File: config.mk
export PLATFORM = sky130hd
export DESIGN_NAME = ee457_mem_arb_flat
export DESIGN_NICKNAME = d
export VERILOG_FILES = /design/src/rtl/ee457_mem_arb_if.sv /design/src/rtl/ee457_mem_arb.sv /design/src/flat_wrapper.sv
export SDC_FILE = /design/constraint.sdc
export NUM_CORES = 1
export LEC_CHECK = 0
export CAP_MARGIN = 20
export CORE_ASPECT_RATIO = 0.8
export CORE_MARGIN = 8
export CORE_UTILIZATION = 38
export CTS_BUF_LIST = sky130_fd_sc_hd__clkbuf_4 sky130_fd_sc_hd__clkbuf_8 sky130_fd_sc_hd__clkbuf_16
export CTS_CLUSTER_DIAMETER = 30
export CTS_CLUSTER_SIZE = 30
export DETAILED_ROUTE_END_ITERATION = 10
export DONT_BUFFER_PORTS = 1
export GPL_TIMING_DRIVEN = 0
export PLACE_DENSITY_LB_ADDON = 0.15
export SYNTH_ARGS = -nofsm -noshare
export SYNTH_HDL_FRONTEND = slang
export SYNTH_SLANG_ARGS = --single-unit
File: constraint.sdc
create_clock -name clk -period 10.3 [get_ports clk]
set_input_delay 1.545 -clock clk [delete_from_list [all_inputs] [get_ports clk]]
set_output_delay 1.545 -clock clk [all_outputs]
set_load 0.1 [all_outputs]
File: src/rtl/ee457_mem_arb_if.sv
// Bus bundle between the CPU imem/dmem ports, the shared-memory arbiter and the unified memory.
// The slave modport is the arbiter; the master modport is the CPU-plus-memory environment.
interface ee457_mem_arb_if;
  logic        i_req;
  logic [31:0] i_addr;
  logic [31:0] i_rdata;
  logic        i_ack;
  logic        i_stall;
  logic        d_req;
  logic        d_we;
  logic [31:0] d_addr;
  logic [31:0] d_wdata;
  logic [31:0] d_rdata;
  logic        d_ack;
  logic        d_stall;
  logic [31:0] mem_addr;
  logic [31:0] mem_wdata;
  logic        mem_read;
  logic        mem_write;
  logic [31:0] mem_rdata;

  modport slave (
    input  i_req, i_addr, d_req, d_we, d_addr, d_wdata, mem_rdata,
    output i_rdata, i_ack, i_stall, d_rdata, d_ack, d_stall,
    output mem_addr, mem_wdata, mem_read, mem_write
  );

  modport master (
    output i_req, i_addr, d_req, d_we, d_addr, d_wdata, mem_rdata,
    input  i_rdata, i_ack, i_stall, d_rdata, d_ack, d_stall,
    input  mem_addr, mem_wdata, mem_read, mem_write
  );
endinterface

File: src/rtl/ee457_mem_arb.sv
// Fair two-way arbiter/sequencer sharing one fixed-latency single-port memory between
// the instruction-fetch and data ports; registered read data and one-cycle acks.
module ee457_mem_arb #(
  parameter int MEM_LAT = 2
) (
  input  logic          clk,
  input  logic          rst,
  ee457_mem_arb_if.slave bus
);
  typedef enum logic [1:0] {IDLE, ACC_I, ACC_D} state_t;

  localparam logic [3:0] LAST_CNT = 4'(MEM_LAT - 1);

  state_t      state_reg, state_next;
  logic [3:0]  cnt_reg;
  logic        last_d_reg;
  logic [31:0] addr_reg;
  logic [31:0] wdata_reg;
  logic        we_reg;
  logic [31:0] i_rdata_reg;
  logic [31:0] d_rdata_reg;
  logic        i_ack_reg;
  logic        d_ack_reg;

  logic i_elig, d_elig;
  logic grant_i, grant_d, done, busy;

  // A port is not eligible in its own ack cycle, so a held stale request is not re-served.
  assign i_elig = bus.i_req & ~i_ack_reg;
  assign d_elig = bus.d_req & ~d_ack_reg;
  assign busy   = (state_reg != IDLE);

  always_comb begin
    state_next = state_reg;
    grant_i    = 1'b0;
    grant_d    = 1'b0;
    done       = 1'b0;
    case (state_reg)
      IDLE: begin
        if (i_elig && d_elig) begin
          if (last_d_reg) grant_i = 1'b1;
          else            grant_d = 1'b1;
        end else if (i_elig) begin
          grant_i = 1'b1;
        end else if (d_elig) begin
          grant_d = 1'b1;
        end
        if (grant_i)      state_next = ACC_I;
        else if (grant_d) state_next = ACC_D;
      end
      ACC_I, ACC_D: begin
        if (cnt_reg == LAST_CNT) begin
          done       = 1'b1;
          state_next = IDLE;
        end
      end
      default: state_next = IDLE;
    endcase
  end

  always_ff @(posedge clk or posedge rst) begin
    if (rst) state_reg <= IDLE;
    else     state_reg <= state_next;
  end

  always_ff @(posedge clk or posedge rst) begin
    if (rst) begin
      cnt_reg     <= 4'd0;
      last_d_reg  <= 1'b0;
      addr_reg    <= 32'd0;
      wdata_reg   <= 32'd0;
      we_reg      <= 1'b0;
      i_rdata_reg <= 32'd0;
      d_rdata_reg <= 32'd0;
      i_ack_reg   <= 1'b0;
      d_ack_reg   <= 1'b0;
    end else begin
      i_ack_reg <= 1'b0;
      d_ack_reg <= 1'b0;
      if (grant_i) begin
        addr_reg   <= bus.i_addr;
        wdata_reg  <= 32'd0;
        we_reg     <= 1'b0;
        cnt_reg    <= 4'd0;
        last_d_reg <= 1'b0;
      end else if (grant_d) begin
        addr_reg   <= bus.d_addr;
        wdata_reg  <= bus.d_wdata;
        we_reg     <= bus.d_we;
        cnt_reg    <= 4'd0;
        last_d_reg <= 1'b1;
      end else if (busy) begin
        cnt_reg <= cnt_reg + 4'd1;
      end
      if (done) begin
        if (state_reg == ACC_I) begin
          i_ack_reg   <= 1'b1;
          i_rdata_reg <= bus.mem_rdata;
        end else begin
          d_ack_reg <= 1'b1;
          // Writes complete with an ack but leave the data read register untouched.
          if (!we_reg) d_rdata_reg <= bus.mem_rdata;
        end
      end
    end
  end

  // Strobes come straight from state so an asynchronous reset drops them at once.
  assign bus.mem_read  = busy & ~we_reg;
  assign bus.mem_write = busy & we_reg;
  assign bus.mem_addr  = addr_reg;
  assign bus.mem_wdata = wdata_reg;
  assign bus.i_rdata   = i_rdata_reg;
  assign bus.d_rdata   = d_rdata_reg;
  assign bus.i_ack     = i_ack_reg;
  assign bus.d_ack     = d_ack_reg;
  assign bus.i_stall   = bus.i_req & ~i_ack_reg;
  assign bus.d_stall   = bus.d_req & ~d_ack_reg;
endmodule

File: src/flat_wrapper.sv
// flat-port wrapper written by rule: the top's interface ports become plain ports
module ee457_mem_arb_flat 
#(
  parameter int MEM_LAT = 2
)
  (clk, rst, bus_i_req, bus_i_addr, bus_d_req, bus_d_we, bus_d_addr, bus_d_wdata, bus_mem_rdata, bus_i_rdata, bus_i_ack, bus_i_stall, bus_d_rdata, bus_d_ack, bus_d_stall, bus_mem_addr, bus_mem_wdata, bus_mem_read, bus_mem_write);
  ee457_mem_arb_if bus_i ();
  input  logic clk;
  input  logic rst;
  input wire logic [$bits(bus_i.i_req)-1:0] bus_i_req;
  input wire logic [$bits(bus_i.i_addr)-1:0] bus_i_addr;
  input wire logic [$bits(bus_i.d_req)-1:0] bus_d_req;
  input wire logic [$bits(bus_i.d_we)-1:0] bus_d_we;
  input wire logic [$bits(bus_i.d_addr)-1:0] bus_d_addr;
  input wire logic [$bits(bus_i.d_wdata)-1:0] bus_d_wdata;
  input wire logic [$bits(bus_i.mem_rdata)-1:0] bus_mem_rdata;
  output wire logic [$bits(bus_i.i_rdata)-1:0] bus_i_rdata;
  output wire logic [$bits(bus_i.i_ack)-1:0] bus_i_ack;
  output wire logic [$bits(bus_i.i_stall)-1:0] bus_i_stall;
  output wire logic [$bits(bus_i.d_rdata)-1:0] bus_d_rdata;
  output wire logic [$bits(bus_i.d_ack)-1:0] bus_d_ack;
  output wire logic [$bits(bus_i.d_stall)-1:0] bus_d_stall;
  output wire logic [$bits(bus_i.mem_addr)-1:0] bus_mem_addr;
  output wire logic [$bits(bus_i.mem_wdata)-1:0] bus_mem_wdata;
  output wire logic [$bits(bus_i.mem_read)-1:0] bus_mem_read;
  output wire logic [$bits(bus_i.mem_write)-1:0] bus_mem_write;
  assign bus_i.i_req = bus_i_req;
  assign bus_i.i_addr = bus_i_addr;
  assign bus_i.d_req = bus_d_req;
  assign bus_i.d_we = bus_d_we;
  assign bus_i.d_addr = bus_d_addr;
  assign bus_i.d_wdata = bus_d_wdata;
  assign bus_i.mem_rdata = bus_mem_rdata;
  assign bus_i_rdata = bus_i.i_rdata;
  assign bus_i_ack = bus_i.i_ack;
  assign bus_i_stall = bus_i.i_stall;
  assign bus_d_rdata = bus_i.d_rdata;
  assign bus_d_ack = bus_i.d_ack;
  assign bus_d_stall = bus_i.d_stall;
  assign bus_mem_addr = bus_i.mem_addr;
  assign bus_mem_wdata = bus_i.mem_wdata;
  assign bus_mem_read = bus_i.mem_read;
  assign bus_mem_write = bus_i.mem_write;
  ee457_mem_arb #(.MEM_LAT(MEM_LAT)) u_core (.clk(clk), .rst(rst), .bus(bus_i));
endmodule
-- Word level (Yosys, flattened, before mapping)
Index checks and enable logic that the tools add are counted.
W data, S select, Z words.
- register bits: 138
- latch bits: 0
- bits in writable memories: 0
- memory bits (read-only): 0
- input bits: 133
- output and inout port bits: 134
- logic and storage cells: 65
- memories kept: 0
- add/subtract/negate cells: 1
- $mul: 0
- divide/modulo/power cells: 0
- $lt $le $gt $ge: 0
- equality and inequality tests: 5
- shift-type cells: 0
- multiplexer cells: 32
- bitwise operators: 8
- reductions and logical operators: 9
- operators with widths (kind ; count):
    $mux W32 ; 4
    $mux W1 ; 21
    $mux W4 ; 3
    $mux W2 ; 3
    $add A4 B1 Y4 const B ; 1
    $and A1 B1 Y1 ; 4
    $eq A4 B1 Y1 const B ; 1
    $not A1 Y1 ; 4
    $pmux W2 S2 ; 1
    $reduce_and A2 Y1 ; 2
    $reduce_bool A2 Y1 ; 2
    $ne A3 B1 Y1 const B ; 1
    $reduce_and A3 Y1 ; 1
    $reduce_bool A3 Y1 ; 1
    $eq A2 B1 Y1 const B ; 1
    $eq A2 B2 Y1 const B ; 1
    $logic_not A2 Y1 ; 1
    $ne A2 B1 Y1 const B ; 1
    $reduce_or A2 Y1 ; 1
    $logic_and A1 B1 Y1 ; 1

-- Depth between registers and ports, before layout
Gate-level depths: netlist of run 1.
- word-level depth: 9
- gate-level depth with buffers: 7
- mapped depth without buffers: 5

-- Worst setup path before layout of run 1
No wires, ideal clock.
- path type: input -> output
- from: input bus_d_req
- to: output bus_d_stall
- arrival: 3.033 ns
- setup slack: 5.722 ns
- stages on the path: 1
- buffers on the path: 0
- cells stage by stage: nor2b_1
- longest elaborated chain between the ends: 1
- ends and longest elaborated chain (element ; line ; RTL):
    start: declaration ; flat_wrapper.sv:12 ; input wire logic [$bits(bus_i.d_req)-1:0] bus_d_req;
    $and A1 B1 Y1 ; ee457_mem_arb.sv:118 ; assign bus.d_stall = bus.d_req & ~d_ack_reg;
    end: declaration ; flat_wrapper.sv:22 ; output wire logic [$bits(bus_i.d_stall)-1:0] bus_d_stall;
Every way passes these cells.

-- Worst setup path after layout of run 1
- from: input bus_i_req
- to: output bus_i_stall
- longest elaborated chain between the ends: 1
- ends and longest elaborated chain (element ; line ; RTL):
    start: declaration ; flat_wrapper.sv:10 ; input wire logic [$bits(bus_i.i_req)-1:0] bus_i_req;
    $and A1 B1 Y1 ; ee457_mem_arb.sv:117 ; assign bus.i_stall = bus.i_req & ~i_ack_reg;
    end: declaration ; flat_wrapper.sv:19 ; output wire logic [$bits(bus_i.i_stall)-1:0] bus_i_stall;
Every way passes these cells.

==> results of run 1 <==
-- placed cells by master (no fill, tap or decap), types with 3 or more instances in the layout --
master        n
o21ai_0       4
inv_1         6
clkbuf_16    17
buf_2        16
mux2_4       30
nand2_1      36
clkbuf_1     10
ha_1          4
mux2_2       34
a22o_1       33
nor2_1       35
nand3_1       3
buf_6         4
bufinv_16     5
dfrtp_1     138
a21oi_1      65
clkinvlp_4    3
clkinv_4      4
-- cells by family (layout without fill, tap and decap cells) --
| kind of cell | Yosys count | in the layout | share of synthesized area (%) |
|---|---|---|---|
| AO/OA/AOI/OAI | 110 | 110 | 12.5 |
| XOR/XNOR | 1 | 1 | 0.157 |
| adder cells (fa/ha/maj) | 4 | 4 | 0.899 |
| buffers and inverters | 36 | 71 | 3.19 |
| flip-flops | 138 | 138 | 62.0 |
| multiplexers | 64 | 64 | 15.0 |
| AND/OR/NAND/NOR | 85 | 85 | 6.31 |
-- cell type report --
| cell class | count | share of cell area, % |
|---|---|---|
| Multi-Input combinational cell | 264 | 29.8 |
| Buffer | 29 | 2.32 |
| Tap cell | 184 | 3.52 |
| Clock inverter | 14 | 3.39 |
| Inverter | 7 | 0.479 |
| Sequential cell | 138 | 52.9 |
| Timing Repair Buffer | 3 | 1.02 |
| Clock buffer | 18 | 6.63 |
-- routing by layer --
layer	part of all wire, %	track usage [%]
met2	47	23.9
met5	0	0
met1	37	17.6
met4	0.95	4.88
met3	15	9.40
-- final timing paths --
| kind | start | to | slack [ps] | depth (start not counted) |
|---|---|---|---|---|
| worst min register to register | u_core.cnt_reg[2] | u_core.cnt_reg[2] | 530 | 1 |
| worst max register to register | u_core.bus.i_ack | u_core.bus.mem_addr[0] | 7610 | 7 |
| min in group asynchronous | rst | u_core.bus.i_rdata[29] | 1060 | 1 |
| worst max-delay path | bus_i_req | bus_i_stall | 6510 | 2 |
| max in group asynchronous | rst | u_core.bus.d_rdata[2] | 8500 | 2 |
| worst min-delay path | u_core.cnt_reg[2] | u_core.cnt_reg[2] | 530 | 1 |
-- through the flow --
step	util, %	instance area [sq um]	hold slack, ps
floorplan	-	5570	485
global placement	40.6	5800	515
detailed placement	41.1	5880	519
CTS	45.7	6530	534
global route	45.7	6530	581
finish	45.7	6530	531
==> impl_metrics.py, run 1 <==
metrics = {
    "timing": {
        "fin_crit_sh_pct": 36.7,
        "maxSlewHeadroom_pct": 26.8,
        "slew_violations": 0,
        "hold_viol": 0,
        "skew_ps": 9.66,
        "final-setup-viol-count": 0,
        "fmax_mhz": 264,
        "period_needed_ps": 3790,
        "worst_pin_slew_ps": 1100,
        "fin_ws_ps": 6510,
        "tns_ps": 0,
        "rsz0062_at_grt": "no",
    },
    "route": {
        "drt_iter0_drc": 102,
        "detail-route-antenna-nets": 0,
        "avgRoutedWirePerCell_microns": 22.6,
        "wl_microns": 14900,
        "drc": 0,
        "via_count": 3525,
        "drt-pass1-iter-count": 4,
        "routed_via_density": 5.37,
    },
    "yosys": {
        "synth_flop_cell": "dfrtp_1",
        "ys_async_sr_fraction_pct": 100,
        "synth_edf_count": 0,
        "yosysSeqAreaShare_pct": 62.0,
        "syn_area_sq_mm": 0.00557,
        "syn_avg_cell_area_sq_um": 12.7,
        "ys_ff_latch": 138,
        "synthCells": 438,
        "synth.distinct_cells": 29,
        "synth_most_common_cell": "dfrtp_1",
        "synthTopCellsByCount": "dfrtp_1 (138), a21oi_1 (65), nand2_1 (36), nor2_1 (36), mux2_2 (34)",
        "yosys.area.top_type_share_pct": 62.0,
        "ys_warn_count": 0,
        "synth_area_leader_cell": "dfrtp_1",
        "syn_nets": 575,
        "yosys-top-cells-area": "dfrtp_1 (62%), mux2_4 (8.1%), mux2_2 (6.9%)",
    },
    "critical_path": {
        "crit_chain": "nor2b_1, buf_2",
        "arrival_ps": 2240,
        "critPathCaptureType": "primary output",
        "worst-path-buf-inv": 1,
        "slowest_stage": "buf_2",
        "worstSetupPathType": "in -> out",
        "cp_top_family": "buffers and inverters",
        "startpoint_type": "primary input",
        "crit_path_max_incr_delay_ps": 550,
        "crit_path_max_fanout": 8,
        "crit_required_ps": 8760,
    },
    "run": {
        "cap_viol_max_count": 0,
    },
    "placement": {
        "hpwl_microns": 11200,
        "place.gp.congestion": 0.732,
        "dp_cells": 625,
        "place_ws_ps": 6470,
        "io_buffers": 0,
    },
    "global_route": {
        "grt_pass1_wl_microns": 22400,
        "grt_pass1_vias": 3769,
        "track_usage_pct": 15.5,
        "overflow": 0,
        "antenna_found_initial": 0,
        "grt_start_max_net_pins": 76,
    },
    "clocking": {
        "ctsHoldBuffers": 0,
        "cts_root_buf": "clkbuf_16",
        "clk_latency_ps": 420,
        "cts_tree": "done",
        "cts-resized-gates": 0,
        "cts_made_buffers": 17,
        "cts.clk_slew.worst_paths_ps": 60,
        "cts_setup_buffers": 0,
        "cts.path.max_buffers": 2,
        "htreeDepth": 4,
        "cts_num_sinks": 138,
    },
    "floorplanning": {
        "die-area_sq_mm": 0.0188,
        "fp.coreArea_sq_mm": 0.0143,
        "rows": 39,
        "fp.dieH_microns": 124,
        "ios": 267,
        "dieWidth_microns": 151,
        "initial_core_util_pct": 39.0,
    },
    "final_layout": {
        "multi_input_area_sq_mm": 0.00195,
        "fin_nets": 597,
        "area_delta_synth_final_pct": 17.3,
        "seq_area_sq_mm": 0.00345,
        "fin_cells": 657,
        "diodes": 0,
        "fillCellCount": 1319,
        "drive_gt1_share_pct": 26.2,
    },
    "min_path": {
        "hp-class": "reg -> reg",
    },
    "run_status": {
        "status": "finished, final reports clean",
    },
}
Power of run 1 is left out: the tool's default activity adds up to more than one toggle a clock period on the data nets, which glitch-free logic cannot reach.
==> run 2, diff against run 1 <==
==> constraint.sdc (replaced) <==
create_clock -name clk -period 3.7 [get_ports clk]
set_input_delay 0.555 -clock clk [delete_from_list [all_inputs] [get_ports clk]]
set_output_delay 0.555 -clock clk [all_outputs]
set_load 0.1 [all_outputs]
==> run 2 against run 1 <==
  * Largest cell class unchanged
  * Core utilization down 0.17 points
  * Highest routed layer unchanged
  * Worst setup slack lost 5600 ps
  * Clock skew up 0.82 ps
==> impl_metrics.py, run 2 (synthesized netlist as in run 1, its figures left out) <==
metrics = {
    "run_status": {
        "status": "finished, final reports clean",
    },
    "route": {
        "routed_via_density": 5.26,
        "via_count": 3465,
        "drt-pass1-iter-count": 4,
        "drt_iter0_drc": 150,
        "drc": 0,
        "detail-route-antenna-nets": 0,
        "avgRoutedWirePerCell_microns": 22.6,
        "wl_microns": 14900,
    },
    "clocking": {
        "cts_made_buffers": 17,
        "cts_num_sinks": 138,
        "cts_root_buf": "clkbuf_16",
        "ctsHoldBuffers": 0,
        "cts.clk_slew.worst_paths_ps": 60,
        "htreeDepth": 4,
        "cts_tree": "done",
        "clk_latency_ps": 410,
        "cts_setup_buffers": 0,
        "cts-resized-gates": 0,
        "cts.path.max_buffers": 2,
    },
    "placement": {
        "place.gp.congestion": 0.785,
        "hpwl_microns": 11300,
        "io_buffers": 0,
    },
    "final_layout": {
        "final_cell_mix": "dfrtp_1 (138), a21oi_1 (65), nand2_1 (36)",
        "layout_commonest_cell": "dfrtp_1",
        "fin_nets": 599,
        "drive_gt1_share_pct": 26.3,
        "fillCellCount": 1298,
        "fin_util_pct": 45.5,
        "diodes": 0,
        "area_delta_synth_final_pct": 16.9,
        "seq_area_sq_mm": 0.00345,
        "multi_input_area_sq_mm": 0.00195,
    },
    "global_route": {
        "gr-max-usage-layer": "met2",
        "grt_start_max_net_pins": 44,
        "met1_usage_pct": 17.5,
        "antenna_found_initial": 0,
        "grt_use_met2_pct": 24.0,
        "overflow": 0,
        "track_usage_pct": 15.6,
        "use_met3_pct": 9.11,
        "grt_pass1_wl_microns": 22700,
        "grt_pass1_vias": 3825,
    },
    "run": {
        "cap_viol_max_count": 0,
    },
    "timing": {
        "maxSlewHeadroom_pct": 27.6,
        "skew_ps": 10.5,
        "fin_crit_sh_pct": 75.2,
        "fmax_mhz": 359,
        "final-setup-viol-count": 0,
        "worst_pin_slew_ps": 1080,
        "rsz0062_at_grt": "no",
        "slew_violations": 0,
        "period_needed_ps": 2780,
        "hold_viol": 0,
    },
    "critical_path": {
        "startpoint_type": "flip-flop",
        "r2r_slack_ps": 1020,
        "worstSetupPathType": "reg -> out",
        "critPathCaptureType": "primary output",
        "crit_required_ps": 3140,
        "arrival_ps": 2230,
        "crit_path_max_fanout": 10,
    },
    "floorplanning": {
        "dieWidth_microns": 151,
        "fp.coreArea_sq_mm": 0.0143,
        "ios": 267,
        "rows": 39,
        "fp.dieH_microns": 124,
        "die-area_sq_mm": 0.0188,
        "initial_core_util_pct": 39.0,
    },
    "min_path": {
        "hp-class": "in -> async",
    },
}
[run 2: cell count changes in the layout (fill, tap and decap cells not counted), moves of 2 or more]
cell	before	now
clkinv_4	4	1
bufinv_16	5	2
buf_12	0	2
inv_6	2	5
clkinvlp_4	3	5
[run 2: layout make-up]
cell class,instances,area share [%]
buffer,29,2.33
clock buffer,18,6.75
clock inverter,14,2.44
inverter,7,0.461
multi-input combinational,264,29.9
sequential,138,53.1
tap,184,3.54
timing repair buffer,5,1.52
[run 2: worst max-delay path, cell delays in order, from the launching register on]
cell,delay [ps]
dfrtp_1,370
inv_1,50
ha_1,240
clkbuf_1,250
nor2b_2,900
[run 2: per-stage QoR]
stage               instance area, sq um  TNS (ps)  std cells  hold WS [ps]  setup WS (ps)
floorplan                           5570         0        438           485            304
global placement                    5800     -3300        622           516           -145
detailed placement                  5910         0        627           517            951
CTS                                 6510         0        659           151            860
global route                        6510         0        659           197            759
finish                              6510         0        659           153            918
[run 2: per-layer routing]
| metal | vias up | wire (microns) | share of wire [%] |
|---|---|---|---|
| met5 | - | 0 | 0 |
| met4 | 0 | 235 | 1.6 |
| met3 | 17 | 2300 | 15 |
| met2 | 182 | 6840 | 46 |
| met1 | 1696 | 5550 | 37 |
| li1 | 1570 | - | - |
[run 2: worst paths after layout]
| path | cells past startpoint | start | end |
|---|---|---|---|
| setup / recovery | 4 | u_core.state_reg[0] | bus_mem_write |
| hold / removal | 1 | rst | u_core.bus.i_rdata[19] |
| setup reg to reg | 7 | u_core.bus.i_ack | u_core.bus.mem_addr[11] |
| hold reg to reg | 1 | u_core.cnt_reg[2] | u_core.cnt_reg[2] |
| max in group asynchronous | 3 | rst | u_core.bus.d_rdata[1] |
| min in group clk | 2 | bus_d_addr[20] | u_core.bus.mem_addr[20] |
Power of run 2 is left out for the same reason.
==> run 3, diff against run 2 <==
==> constraint.sdc (replaced) <==
create_clock -name clk -period 2.5 [get_ports clk]
set_input_delay 0.375 -clock clk [delete_from_list [all_inputs] [get_ports clk]]
set_output_delay 0.375 -clock clk [all_outputs]
set_load 0.1 [all_outputs]
==> run 3 against run 2 <==
  * The run now ends with negative setup slack left
  * Die area is the same
  * Wire length grew 3.1%
  * Sequential share of layout area shrank 0.12 points
  * Final area grew 0.37%
  * Flip-flop and latch count is the same
  * Worst setup slack lost 1000 ps
  * Hold slack lost 150 ps
  * Critical path depth is the same
  * Global-route usage grew 0.62 points
  * Clock skew shrank 2.9 ps
  * Critical endpoint unchanged
  * Largest cell class unchanged
==> impl_metrics.py, run 3 (synthesized netlist as in run 1, its figures left out) <==
metrics = {
    "run_status": {
        "status": "finished, violations left",
        "violations": "negative setup slack",
    },
    "route": {
        "drt-pass1-iter-count": 4,
        "detail-route-antenna-nets": 0,
        "via_count": 3547,
        "routed_via_density": 5.42,
        "drc": 0,
        "avgRoutedWirePerCell_microns": 23.5,
        "drt_iter0_drc": 170,
        "wl_microns": 15400,
    },
    "final_layout": {
        "diodes": 0,
        "fin_nets": 596,
        "fin_util_pct": 45.7,
        "area_delta_synth_final_pct": 17.3,
        "drive_gt1_share_pct": 26.8,
        "final_cell_mix": "dfrtp_1 (136), a21oi_1 (64), nand2_1 (36)",
        "layout_commonest_cell": "dfrtp_1",
    },
    "clocking": {
        "ctsHoldBuffers": 0,
        "htreeDepth": 4,
        "cts_tree": "done",
        "cts.clk_slew.worst_paths_ps": 60,
        "cts_made_buffers": 17,
        "cts_root_buf": "clkbuf_16",
        "clk_latency_ps": 410,
        "cts_num_sinks": 138,
        "cts.path.max_buffers": 2,
        "cts_setup_buffers": 0,
    },
    "global_route": {
        "track_usage_pct": 16.3,
        "grt_pass1_vias": 3785,
        "overflow": 0,
        "grt_start_max_net_pins": 40,
        "antenna_found_initial": 0,
        "grt_pass1_wl_microns": 23400,
    },
    "floorplanning": {
        "fp.dieH_microns": 124,
        "dieWidth_microns": 151,
        "die-area_sq_mm": 0.0188,
        "rows": 39,
        "ios": 267,
        "fp.coreArea_sq_mm": 0.0143,
        "initial_core_util_pct": 39.0,
    },
    "timing": {
        "rsz0062_at_grt": "yes",
        "fin_crit_sh_pct": 104,
        "skew_ps": 7.62,
        "maxSlewHeadroom_pct": 26.1,
        "slew_violations": 0,
        "final-setup-viol-count": 2,
        "period_needed_ps": 2600,
        "fin_ws_ps": -101,
        "fmax_mhz": 384,
        "tns_ps": -192,
        "hold_viol": 0,
        "worst_pin_slew_ps": 1100,
    },
    "critical_path": {
        "r2r_slack_ps": 120,
        "arrival_ps": 2230,
        "critPathCaptureType": "primary output",
        "crit_required_ps": 2120,
        "worstSetupPathType": "reg -> out",
        "ff2ff_path_depth": 6,
        "worst_r2r_endpoint": "u_core.bus.mem_addr[21]",
        "r2r-start": "u_core.bus.d_ack",
        "startpoint_type": "flip-flop",
        "crit_path_max_fanout": 10,
    },
    "placement": {
        "place.gp.congestion": 0.737,
        "io_buffers": 0,
        "hpwl_microns": 11900,
    },
    "min_path": {
        "hp-class": "in -> async",
    },
    "run": {
        "cap_viol_max_count": 0,
    },
}
[run 3: cell type report]
type	count	area [sq um]
well taps	184	230
clock inverters	11	194
multi-input cells	264	1950
flip-flops and latches	138	3460
plain buffers	28	151
inverters	7	30.0
fillers	1315	7770
repair buffers	3	60.1
clock buffers	19	453
[run 3: metal layers]
layer | wire, microns | global-route usage, % | share of wire [%] | up-vias
met1 | 5890 | 18.8 | 38 | 1794
li1 | - | - | - | 1568
met2 | 7450 | 25.8 | 48 | 168
met4 | 184 | 6.10 | 1.2 | 0
met3 | 1860 | 7.48 | 12 | 17
met5 | 0 | 0 | 0 | -
[run 3: critical path, stage by stage, from the launching register on]
cell and delay [ps]:
dfrtp_1 370, inv_1 50, ha_1 240, clkbuf_1 250, nor2b_2 910
[run 3: worst max-delay path by stage]
stage | to | slack (ps) | depth (start not counted) | start
after floorplan | bus_mem_read | 40 | 4 | u_core.state_reg[0]
after detailed placement | u_core.bus.mem_addr[21] | -440 | 7 | u_core.bus.i_ack
after CTS | bus_mem_write | -130 | 4 | u_core.state_reg[0]
final | bus_mem_write | -100 | 4 | u_core.state_reg[0]
after global placement | u_core.bus.mem_addr[21] | -380 | 7 | u_core.bus.i_ack
after global routing | bus_mem_write | -220 | 4 | u_core.state_reg[0]
[run 3: what timing repair did]
item | CTS | global route
setup endpoints to repair | 51 | 17
resized for setup | 4 | 3
pin swaps | 0 | 0
[run 3: through the flow]
| step | setup slack [ps] | std cells | hold WS (ps) | instance area, sq um |
|---|---|---|---|---|
| after global placement | -378 | 622 | 508 | 5810 |
| after detailed placement | -436 | 625 | 461 | 5880 |
| after floorplan | 43.9 | 438 | 485 | 5580 |
| final | -101 | 654 | 2.58 | 6530 |
| after CTS | -126 | 655 | 4.96 | 6530 |
| after global routing | -223 | 654 | 47.8 | 6530 |
Power of run 3 is left out for the same reason.
